[src/rtl/flexio_pkg.sv]
// rtl/flexio_pkg.sv - shared constants for the FlexIO PCPI lane sequencer
package flexio_pkg;

  localparam logic [2:0] F_LOAD   = 3'b000;
  localparam logic [2:0] F_RUN    = 3'b001;
  localparam logic [2:0] F_SETDIV = 3'b010;
  localparam logic [2:0] F_STATUS = 3'b011;

  localparam logic [6:0] OPCODE_CUSTOM0 = 7'b0001011;

  localparam logic [1:0] S_IDLE = 2'd0;
  localparam logic [1:0] S_EXEC = 2'd1;
  localparam logic [1:0] S_RUN  = 2'd2;
  localparam logic [1:0] S_DONE = 2'd3;

  localparam int LANES  = 4;
  localparam int LANE_W = 8;

  localparam logic [3:0] FULL_BITS = 4'd8;

endpackage

[src/rtl/flexio_lane_buf.sv]
// rtl/flexio_lane_buf.sv - four A and four B serial lanes, right-shifting with zero fill
module flexio_lane_buf
  import flexio_pkg::*;
(
  input  logic                    clk,
  input  logic                    clear,
  input  logic                    load,
  input  logic [LANES*LANE_W-1:0] load_a,
  input  logic [LANES*LANE_W-1:0] load_b,
  input  logic                    shift_en,
  output logic [LANES-1:0]        bit0_a,
  output logic [LANES-1:0]        bit0_b
);

  logic [LANES-1:0][LANE_W-1:0] lane_a;
  logic [LANES-1:0][LANE_W-1:0] lane_b;

  always_ff @(posedge clk) begin
    if (clear) begin
      lane_a <= '0;
      lane_b <= '0;
    end else if (load) begin
      lane_a <= load_a;
      lane_b <= load_b;
    end else if (shift_en) begin
      for (int i = 0; i < LANES; i++) begin
        lane_a[i] <= lane_a[i] >> 1;
        lane_b[i] <= lane_b[i] >> 1;
      end
    end
  end

  for (genvar g = 0; g < LANES; g++) begin : g_bit0
    assign bit0_a[g] = lane_a[g][0];
    assign bit0_b[g] = lane_b[g][0];
  end

endmodule

[src/rtl/flexio_seq_ctrl.sv]
// rtl/flexio_seq_ctrl.sv - PCPI decode, bit-rate divider and shift-run sequencing for the lane buffer
module flexio_seq_ctrl
  import flexio_pkg::*;
#(
  parameter int         DIV_W  = 8,
  parameter logic [6:0] OPCODE = OPCODE_CUSTOM0
) (
  input  logic        clk,
  input  logic        resetb,
  input  logic        pcpi_valid,
  input  logic [31:0] pcpi_insn,
  input  logic [31:0] pcpi_rs1,
  input  logic [31:0] pcpi_rs2,
  output logic        pcpi_wr,
  output logic [31:0] pcpi_rd,
  output logic        pcpi_wait,
  output logic        pcpi_ready,
  output logic [3:0]  io_a,
  output logic [3:0]  io_b,
  output logic        shift_strobe
);

  logic [1:0]       state;
  logic [DIV_W-1:0] div;
  logic [DIV_W-1:0] cnt;
  logic [3:0]       bits_left;
  logic [3:0]       run_left;
  logic [2:0]       funct3;
  logic [3:0]       run_n;
  logic             match;
  logic             shift_en;
  logic             lane_load;
  logic             unused_insn;

  assign funct3      = pcpi_insn[14:12];
  assign match       = pcpi_valid && (pcpi_insn[6:0] == OPCODE) &&
                       (pcpi_insn[31:25] == 7'd0) && !funct3[2];
  assign run_n       = (pcpi_rs1[3:0] > bits_left) ? bits_left : pcpi_rs1[3:0];
  assign shift_en    = (state == S_RUN) && (cnt == '0);
  assign lane_load   = (state == S_IDLE) && match && (funct3 == F_LOAD);
  assign shift_strobe = shift_en;
  assign unused_insn = ^{pcpi_insn[24:15], pcpi_insn[11:7]};

  flexio_lane_buf u_lane_buf (
    .clk      (clk),
    .clear    (!resetb),
    .load     (lane_load),
    .load_a   (pcpi_rs1),
    .load_b   (pcpi_rs2),
    .shift_en (shift_en),
    .bit0_a   (io_a),
    .bit0_b   (io_b)
  );

  // Single-cycle ops pulse ready in EXEC; runs pulse it in DONE, so DONE after EXEC is a quiet cycle.
  always_ff @(posedge clk) begin
    if (!resetb) begin
      state      <= S_IDLE;
      div        <= '0;
      cnt        <= '0;
      bits_left  <= '0;
      run_left   <= '0;
      pcpi_rd    <= '0;
      pcpi_wr    <= 1'b0;
      pcpi_wait  <= 1'b0;
      pcpi_ready <= 1'b0;
    end else begin
      case (state)
        S_IDLE: begin
          if (match) begin
            pcpi_wait <= 1'b1;
            if ((funct3 == F_RUN) && (run_n != 4'd0)) begin
              state    <= S_RUN;
              cnt      <= div;
              run_left <= run_n;
              pcpi_rd  <= 32'(run_n);
            end else begin
              state      <= S_EXEC;
              pcpi_ready <= 1'b1;
              pcpi_wr    <= 1'b1;
              case (funct3)
                F_LOAD: begin
                  bits_left <= FULL_BITS;
                  pcpi_rd   <= '0;
                end
                F_SETDIV: begin
                  div     <= pcpi_rs1[DIV_W-1:0];
                  pcpi_rd <= 32'(div);
                end
                F_STATUS: pcpi_rd <= {23'd0, 1'b0, bits_left, 4'd0};
                default:  pcpi_rd <= '0;
              endcase
            end
          end
        end
        S_EXEC: begin
          state      <= S_DONE;
          pcpi_ready <= 1'b0;
          pcpi_wr    <= 1'b0;
          pcpi_wait  <= 1'b0;
        end
        S_RUN: begin
          if (shift_en) begin
            cnt       <= div;
            bits_left <= bits_left - 4'd1;
            run_left  <= run_left - 4'd1;
            if (run_left == 4'd1) begin
              state      <= S_DONE;
              pcpi_ready <= 1'b1;
              pcpi_wr    <= 1'b1;
            end
          end else begin
            cnt <= cnt - DIV_W'(1);
          end
        end
        default: begin
          state      <= S_IDLE;
          pcpi_ready <= 1'b0;
          pcpi_wr    <= 1'b0;
          pcpi_wait  <= 1'b0;
        end
      endcase
    end
  end

endmodule

[config.mk]
export PLATFORM = sky130hd
export DESIGN_NAME = flexio_seq_ctrl
export DESIGN_NICKNAME = d
export VERILOG_FILES = /design/src/rtl/flexio_pkg.sv /design/src/rtl/flexio_lane_buf.sv /design/src/rtl/flexio_seq_ctrl.sv
export SDC_FILE = /design/constraint.sdc
export NUM_CORES = 1
export LEC_CHECK = 0
export ABC_AREA = 1
export ABC_CLOCK_PERIOD_IN_PS = 5900
export BUFFER_PORTS_ARGS = -buffer_cell sky130_fd_sc_hd__buf_2
export CAP_MARGIN = 20
export CORE_ASPECT_RATIO = 1.25
export CORE_MARGIN = 5
export CORE_UTILIZATION = 58
export DETAILED_ROUTE_END_ITERATION = 8
export GPL_ROUTABILITY_DRIVEN = 0
export MAX_ROUTING_LAYER = met4
export PLACE_DENSITY = 0.86
export SLEW_MARGIN = 30
export SYNTH_ARGS = -nofsm -noshare
export SYNTH_HDL_FRONTEND = slang
export SYNTH_HIERARCHICAL = 1
export SYNTH_SLANG_ARGS = --single-unit
[constraint.sdc]
create_clock -name clk -period 5.9 [get_ports clk]
set_clock_uncertainty 0.1 [all_clocks]
set_input_delay 0.59 -clock clk [delete_from_list [all_inputs] [get_ports clk]]
set_output_delay 0.59 -clock clk [all_outputs]
set_load 0.01 [all_outputs]
==> results of run 1 <==
## final cells by class
class	count	area, um^2
diodes	1	2.50
clock buffers	10	239
fillers	917	3330
clock inverters	6	55.1
repair buffers	106	538
flip-flops and latches	100	2000
inverters	111	419
well taps	126	158
multi-input cells	632	2920
## where the power goes
part | leakage (nW) | switching (mW) | internal, mW
logic | 2.29 | 0.0533 | 0.0316
clock network | 0.146 | 0.274 | 0.307
registers | 0.805 | 0.0000360 | 0.674
## per-layer routing
layer  part of all wire [%]  vias up  track usage [%]
met5                      0        -                -
met4                    3.1        0             10.5
met3                    5.2       23             2.59
met2                     50      136             37.2
met1                     42     2383             24.5
li1                       -     2832                -
## logic make-up (layout without fill, tap and decap cells)
logic type,count (synthesis),in the layout,synth area share (%)
compound gates,108,108,9.94
xor+xnor,4,4,0.608
fa+ha+maj,12,12,2.60
buf+inv,181,233,16.4
flops,100,100,34.7
other cells,1,25,0.0650
simple gates,484,484,35.7
## path summary, 6_finish.rpt
check                  start                    to  cells past startpoint
setup reg to reg    state[0]  u_lane_buf/bit0_b[1]                     10
hold reg to reg   pcpi_rd[5]            pcpi_rd[5]                      2
setup / recovery    state[0]  u_lane_buf/bit0_b[1]                     10
hold / removal    pcpi_rd[5]            pcpi_rd[5]                      2
## worst max-delay path, stage by stage (launching register included)
cell     delay [ps]
dfxtp_1         320
inv_1            80
ha_1            450
inv_1           220
nor3_2          210
buf_4           580
inv_2           570
nand3_1         210
nand3_1          90
nand2_1          60
inv_1            40
## flip-flops by register name, summed over array words and instances, names as in the netlist, 2 cells and up
register / flops
bits_left: 4
div: 8
u_lane_buf/lane_a: 28
cnt: 8
run_left: 4
state: 2
u_lane_buf/lane_b: 28
u_lane_buf/bit0_a: 4
u_lane_buf/bit0_b: 4
pcpi_rd: 8
## through the flow
stage	hold slack [ps]	setup slack, ps	std cells	cell area [um^2]	power, mW
final	363	2850	1092	6330	1.34
after global routing	381	2500	1092	6330	1.39
after CTS	366	2830	1091	6330	1.35
after detailed placement	355	2590	1075	6030	0.774
after global placement	348	2570	1075	6030	0.773
after floorplan	339	3520	913	5850	0.748
## layout by cell type (no fill, tap or decap), drive strengths merged
cell type	synthesis	final
a21oi	73	73
a22oi	1	1
a31oi	6	6
buf	60	106
clkbuf	10	10
clkinv	5	6
conb	1	24
dfxtp	100	100
diode	0	1
ha	12	12
inv	106	111
nand2	375	375
nand3	38	38
nand4	5	5
nor2	51	51
nor3	10	10
nor4	4	4
o21ai	23	23
o21bai	1	1
o22ai	4	4
or2	1	1
xnor2	1	1
xor2	3	3
==> impl_results.md, run 1 <==
* Status: completed
* Share of cells above drive strength 1 at 16.2%
* Period minus WS final at 3050 ps
* Die Wd at 99.2 um
* Worst VDD drop at 0.153 mV
* Setup TNS at 0 ps
* Post-Route WL at 12800 um
* Syn-to-layout area delta at 9.79%
* Final setup fails at 0
* Clk Latency, worst-skew pair at 350 ps
* Slew @ Worst Pin at 945 ps
* Core ar. at 9660 um^2
* Hold Buf Count CTS at 0
* Final Hold Vio Count at 0
* Asr flop ratio synth at 0%
* Clock-pin slew on the worst setup and hold paths at 70 ps
* Post-synth EDFFs at 0
* Post-CTS Setup Bufs at 0
* Router iterations before antenna repair at 7
* Synth warn at 6
* I/O pins at 143
* CTS Buffer Depth at 2
* Worst Hold Class: flop to flop
* Fmax at 328 MHz
* Max-cap viol count at 0
* Largest net degree at the start of global routing at 67
* DR vias/cell at 4.92
* Most numerous cell in the Yosys netlist: nand2_1
* Max Transition Viols Final at 0
* Worst EP arrival at 3200 ps
* Synthesized instance count at 890
* Mapped Area at 5770 um^2
* Pwr/cell area at 212 nW/um^2
* Clock root buffer: clkbuf_16
* Sink Count at 100
* Initial antenna violation count at 1
* H-tree levels at 3
* Reg2reg setup slack at 2850 ps
* Row cnt at 40
* Period utilization at 51.7%
* Post-CTS Resized at 0
* Cts bufs inserted at 9
* Leading area contributor after synthesis: dfxtp_1
* CP max FO at 66
* Overall Global Routing Usage at 21.5%
* Detailed-route via count at 5374
* Rel. slew slack at 36.9%
* Die Ht at 121 um
* Critical setup path kind: flop to flop
* Vias in the first global route at 4883
* RSZ-0062 raised after global routing: no
* Required @ worst endpoint at 6050 ps
* Sequential share of the synthesized area at 34.7%
* Wire per inst at 11.7 um
* Grt total ovfl at 0
* Synth top area cells: dfxtp_1 (35%), nand2_1 (24%), inv_1 (6.5%)
* Post-route ant nets at 0
* Yosys cell types at 36
* Worst setup SP type: flop
* Pleak at 3.25 nW
* Post-layout util at 65.5%
* Yosys top cell area share at 34.7%
* Top post-synthesis cells by count: nand2_1 (364), dfxtp_1 (100), inv_1 (100), a21oi_1 (71), nor2_1 (47)
* Critical path capture point type: flop
* DP Wirelength at 8590 um
* Total die area at 12000 um^2
* Synth Area per Inst at 6.48 um^2
* First-pass GRT wire length at 21000 um
* Starting Density at 59.7%
* Dominant register cell in the synthesized netlist: dfxtp_1
* Iteration-0 DRC Markers at 381
* DRC errors left at 0
* TritonCTS clock tree: built
* Net count, final at 1071
* Flops & latches, synth at 100
* Buffers on Ports at 103
Power figures use the tool's default switching activity.
==> run 2, diff against run 1 <==
ABC_CLOCK_PERIOD_IN_PS = 2900   (was 5900)
CORE_UTILIZATION = 54   (was 58)
PLACE_DENSITY = 0.81   (was 0.86)
clock period = 2.9 ns   (was 5.9 ns; I/O delays follow)
==> run 2 against run 1 <==
Net effect:
- non-clock buffer count grew 11
- sequential power grew 100%
- first-iteration DRC count shrank 36%
- utilization shrank 4.0 points
- power grew 110%
- highest routed layer unchanged
==> impl_results.md, run 2 (same netlist as run 1, synthesis figures left out) <==
* Pwr/cell area at 433 nW/um^2 (+100%)
* Worst r2r path cells at 10 (unchanged)
* RSZ-0062 raised after global routing: no
* Reg2reg setup slack at 400 ps (-2450 ps)
* Router iterations before antenna repair at 5 (-2)
* Syn-to-layout area delta at 12.2%
* Status: completed
* Pleak at 3.31 nW (+2.1%)
* Top layer in use: met4
* CP Capture Point: shift_strobe
* Total die area at 12900 um^2 (+6.7%)
* Worst Setup SP: cnt[0]
* Share of cells above drive strength 1 at 17.0% (+0.84 points)
* Rel. slew slack at 35.3% (-1.7 points)
* Routed wl met2 at 6620 um (+3.3%)
* First-pass GRT wire length at 21800 um (+3.7%)
* Initial antenna violation count at 0 (-1)
* Clk network pwr share at 44.7% (+1.4 points)
* Slew @ Worst Pin at 970 ps (+24.9 ps)
* Worst EP arrival at 2170 ps (-1030 ps)
* Final setup fails at 0 (unchanged)
* Period minus WS final at 2560 ps
* Combinational share of power at 6.3% (about the same)
* Final Hold Vio Count at 0 (unchanged)
* Die Wd at 102 um (+3.3%)
* Internal at 2.14 mW (+110%)
* RR Startpoint: state[0]
* Fmax at 390 MHz
* DR vias/cell at 4.90 (-0.51%)
* Vias in the first global route at 4956 (+1.5%)
* Hold Buf Count CTS at 0 (unchanged)
* Max-cap viol count at 0 (unchanged)
* Commonest non-fill, non-tap cell in the layout: nand2_1
* Grt total ovfl at 0 (unchanged)
* CP max FO at 57 (-14%)
* Post-CTS Resized at 0 (unchanged)
* Die Ht at 126 um (+3.3%)
* Post-CTS Setup Bufs at 0 (unchanged)
* Clock root buffer: clkbuf_16
* DP Wirelength at 9270 um (+8.0%)
* Detailed-route via count at 5425 (+0.95%)
* Max Transition Viols Final at 0 (unchanged)
* Critical setup path kind: flop to output pin
* Clock-pin slew on the worst setup and hold paths at 70 ps (about the same)
* Worst Hold Class: input pin to flop
* Wire per inst at 12.0 um (+2.5%)
* Iteration-0 DRC Markers at 244 (-36%)
* R2R Path End: u_lane_buf/bit0_b[1]
* Setup TNS at 0 ps (unchanged)
* Worst setup SP type: flop
* Met3 WL post-DR at 765 um (+15%)
* Registers with the most flip-flops: u_lane_buf/lane_a x28, u_lane_buf/lane_b x28
* Post-Route WL at 13300 um (+4.0%)
* Core ar. at 10500 um^2 (+8.8%)
* M1 wire length at 5640 um (+5.1%)
* Required @ worst endpoint at 2510 ps (-3540 ps)
* Sw power at 0.662 mW (+100%)
* Largest net degree at the start of global routing at 58 (-13%)
* Cts bufs inserted at 9 (unchanged)
* Worst VDD drop at 0.298 mV (+94%)
* Ant diodes at 0 (-1)
* Row cnt at 42 (+5.0%)
* TritonCTS clock tree: built
* CTS Buffer Depth at 2 (unchanged)
* Starting Density at 54.9% (-4.8 points)
* Net count, final at 1082 (+1.0%)
* I/O pins at 143 (unchanged)
* Critical path capture point type: output pin
* Switching Fraction at 23.6% (-0.79 points)
* H-tree levels at 3 (unchanged)
* DRC errors left at 0 (unchanged)
* Sink Count at 100 (unchanged)
* Sequential cell fraction of total power at 49.0% (-1.3 points)
* Most frequent cells in the layout: nand2_1 (364), buf_2 (103), inv_1 (100), dfxtp_1 (100), a21oi_1 (71)
* Pwr Total at 2.80 mW (+110%)
* Buffers on Ports at 103 (unchanged)
* Post-route ant nets at 0 (unchanged)
* Overall Global Routing Usage at 21.2% (-0.28 points)
* Period utilization at 88.3%
* Clk Latency, worst-skew pair at 350 ps (about the same)
[run 2: changes by cell type in the layout (fill, tap and decap cells not counted), sizes merged]
cell / previous run / this run
buf: 106 / 117
bufinv: 0 / 1
clkinvlp: 0 / 2
diode: 1 / 0
inv: 111 / 108
[run 2: layer usage]
layer	up-vias	GRT usage, %
met2	138	34.6
met1	2426	25.9
met4	0	8.73
met5	-	-
li1	2840	-
met3	21	3.06
[run 2: worst max-delay path, cell delays in order (launching register included)]
cell	delay [ps]
dfxtp_1	310
inv_1	130
ha_1	170
nand4_1	240
nor2_4	190
buf_4	530
buf_2	250
[run 2: worst min path at each step]
stage | from | endpoint | slack [ps] | cells past startpoint
after floorplan | pcpi_rs1[1] | div[1] | 320 | 2
after global placement | pcpi_ready | pcpi_ready | 350 | 2
after detailed placement | pcpi_ready | pcpi_ready | 350 | 2
after CTS | pcpi_rs2[7] | u_lane_buf/lane_b[7] | 90 | 3
after global routing | pcpi_rs1[31] | u_lane_buf/lane_a[31] | 100 | 3
final | pcpi_rs1[6] | div[6] | 100 | 3
[run 2: metrics by stage]
| step | worst slack, ps | util (%) | instance area (um^2) | hold WS [ps] | std cells |
|---|---|---|---|---|---|
| after detailed placement | 148 | 58.6 | 6160 | 352 | 1092 |
| after CTS | 291 | 61.6 | 6470 | 91.3 | 1108 |
| after floorplan | 689 | - | 5850 | 325 | 913 |
| final | 339 | 61.6 | 6470 | 97.5 | 1108 |
| after global routing | 189 | 61.6 | 6470 | 99.4 | 1108 |
| after global placement | 184 | 58.1 | 6110 | 346 | 1090 |
[run 2: cell type report]
cell class / count / area [um^2]
Multi-Input combinational cell: 632 / 2920
Timing Repair Buffer: 117 / 661
Sequential cell: 100 / 2000
Fill cell: 1030 / 4040
Inverter: 111 / 417
Clock inverter: 6 / 71.3
Clock buffer: 10 / 239
Tap cell: 132 / 165
[run 2: power by group through the flow]
| stage | logic [mW] | registers [mW] | clock network [mW] |
|---|---|---|---|
| 5_1_grt | 0.196 | 1.37 | 1.33 |
| 3_3_place_gp | 0.173 | 1.40 | 0 |
| 2_1_floorplan | 0.117 | 1.40 | 0 |
| 3_5_place_dp | 0.175 | 1.40 | 0 |
| 4_1_cts | 0.176 | 1.37 | 1.27 |
| 6_report | 0.176 | 1.37 | 1.25 |
==> run 3, diff against run 2 <==
CORE_UTILIZATION = 45   (was 54)
PLACE_DENSITY = 0.69   (was 0.81)
==> run 3 against run 2 <==
Net effect:
- combinational power hardly changed
- register-to-register slack improved by 270 ps
- clock power is 6% lower
- power down 3.1%
- global-route usage fell by 3.1 points
- largest cell class unchanged
==> impl_results.md, run 3 (same netlist as run 1, synthesis figures left out) <==
* Ant diodes at 0 (unchanged)
* Worst setup SP type: flop
* Worst EP arrival at 2120 ps (-50 ps)
* Core ar. at 12600 um^2 (+20%)
* Clk Latency, worst-skew pair at 340 ps (about the same)
* Required @ worst endpoint at 2510 ps (about the same)
* Switching Fraction at 24.5% (+0.87 points)
* Setup TNS at 0 ps (unchanged)
* Sw power at 0.665 mW (+0.51%)
* Clk network pwr share at 43.0% (-1.7 points)
* Wire per inst at 11.6 um (-3.8%)
* Worst VDD drop at 0.235 mV (-21%)
* Rel. slew slack at 59.6% (+24 points)
* Worst setup margin at 388 ps (+49.3 ps)
* Largest net degree at the start of global routing at 58 (unchanged)
* Registers with the most flip-flops: u_lane_buf/lane_a x28, u_lane_buf/lane_b x28
* Internal at 2.05 mW (-4.2%)
* Non-Filler Instances at 1148 (+3.6%)
* Post-Route WL at 13300 um (-0.31%)
* Hold_ws at 87.9 ps (-9.61 ps)
* Multi-input gate area at 2920 um^2 (unchanged)
* Fin area at 6500 um^2 (+0.50%)
* Placed cell areas at 6220 um^2 (+0.89%)
* Die Ht at 137 um (+8.8%)
* H-tree levels at 3 (unchanged)
* Hold path depth at 3 (unchanged)
* Share of cells above drive strength 1 at 17.4% (+0.44 points)
* Most frequent cells in the layout: nand2_1 (364), buf_2 (103), inv_1 (100), dfxtp_1 (100), a21oi_1 (71)
* Iteration-0 DRC Markers at 271 (+11%)
* DR vias/cell at 4.65 (-5.1%)
* Die Wd at 111 um (+8.6%)
* Combinational share of power at 6.5% (+0.2 points)
* Reg2reg setup slack at 670 ps (+270 ps)
* Place WS at 496 ps (+348 ps)
* FF/Latch Area at 2000 um^2 (unchanged)
* Detailed-route via count at 5333 (-1.7%)
* Total die area at 15200 um^2 (+18%)
* Overall Global Routing Usage at 18.1% (-3.1 points)
* Pwr/cell area at 418 nW/um^2 (-3.5%)
* CTS Buffer Depth at 2 (unchanged)
* Post-CTS Setup Bufs at 0 (unchanged)
* Routing usage on met1 at 21.3% (-4.6 points)
* Max-cap viol count at 0 (unchanged)
* Final setup fails at 0 (unchanged)
* Critical path capture point type: output pin
* I/O pins at 143 (unchanged)
* Post-route ant nets at 0 (unchanged)
* Max Transition Viols Final at 0 (unchanged)
* Starting Density at 45.7% (-9.1 points)
* Pleak at 3.31 nW (-0.11%)
* Net count, final at 1086 (+0.37%)
* Cts bufs inserted at 9 (unchanged)
* Post-CTS Resized at 0 (unchanged)
* Slew @ Worst Pin at 606 ps (-364 ps)
* Period utilization at 86.6% (-1.7 points)
* First-pass GRT wire length at 22500 um (+3.3%)
* Worst Hold Class: input pin to flop
* Worst r2r path cells at 16 (+6)
* Layout fillers at 1282 (+24%)
* Row cnt at 46 (+9.5%)
* Clock root buffer: clkbuf_16
* Placed insts at 1132 (+3.7%)
* Vias in the first global route at 4994 (+0.77%)
* Syn-to-layout area delta at 12.8%
* DP Wirelength at 9460 um (+2.1%)
* Grt total ovfl at 0 (unchanged)
* RSZ-0062 raised after global routing: no
* Sequential cell fraction of total power at 50.5% (+1.5 points)
* GR Util met2 at 31.2% (-3.5 points)
* GR Layer Usage met3 at 3.41% (+0.34 points)
* CP max FO at 57 (unchanged)
* Router iterations before antenna repair at 4 (-1)
* Critical setup path kind: flop to output pin
* Clock-pin slew on the worst setup and hold paths at 70 ps (about the same)
* Fmax at 398 MHz (+2.0%)
* Sink Count at 100 (unchanged)
* Final Hold Vio Count at 0 (unchanged)
* Status: completed
* Layer with the highest usage: met2
* Buffers on Ports at 103 (unchanged)
* DRC errors left at 0 (unchanged)
* Hold Buf Count CTS at 0 (unchanged)
* TritonCTS clock tree: built
* Period minus WS final at 2510 ps (-49.3 ps)
* Initial antenna violation count at 0 (unchanged)
* Commonest non-fill, non-tap cell in the layout: nand2_1
## run 3: cell count changes in the layout (fill, tap and decap cells not counted), sizes merged
cell	delta
buf	+4
bufinv	-1
clkinvlp	+1
## run 3: layer usage
metal,up-vias,share of wire (%)
met1,2359,45
met2,97,49
met4,0,2.1
met5,-,0
met3,17,4.4
li1,2860,-
## run 3: stage by stage
step,utilization [%],total power [mW]
2_1_floorplan,-,1.52
3_3_place_gp,49.1,1.58
3_5_place_dp,49.3,1.58
4_1_cts,51.6,2.73
5_1_grt,51.6,2.81
6_report,51.6,2.72
## run 3: path summary, 6_finish.rpt
path,endpoint,startpoint
worst min-delay path,u_lane_buf/lane_b[23],pcpi_rs2[23]
worst min register to register,pcpi_ready,pcpi_ready
worst max register to register,cnt[3],bits_left[1]
worst max-delay path,shift_strobe,cnt[0]
## run 3: power groups by stage
| stage | clock network [mW] | registers (mW) | logic, mW |
|---|---|---|---|
| 3_3_place_gp | 0 | 1.40 | 0.175 |
| 6_report | 1.17 | 1.37 | 0.176 |
| 4_1_cts | 1.19 | 1.37 | 0.176 |
| 2_1_floorplan | 0 | 1.40 | 0.117 |
| 3_5_place_dp | 0 | 1.40 | 0.175 |
| 5_1_grt | 1.24 | 1.37 | 0.199 |
## run 3: layout make-up
cell class | count | area share [%]
sequential | 100 | 30.8
tap | 168 | 3.23
timing repair buffer | 121 | 10.3
inverter | 111 | 6.41
multi-input combinational | 632 | 44.8
clock inverter | 6 | 0.750
clock buffer | 10 | 3.67
## run 3: critical path, cell delays in order (launching register included)
cell     delay, ps
dfxtp_1        310
inv_1          130
ha_1           180
nand4_1        200
nor2_4         180
buf_4          530
buf_2          240
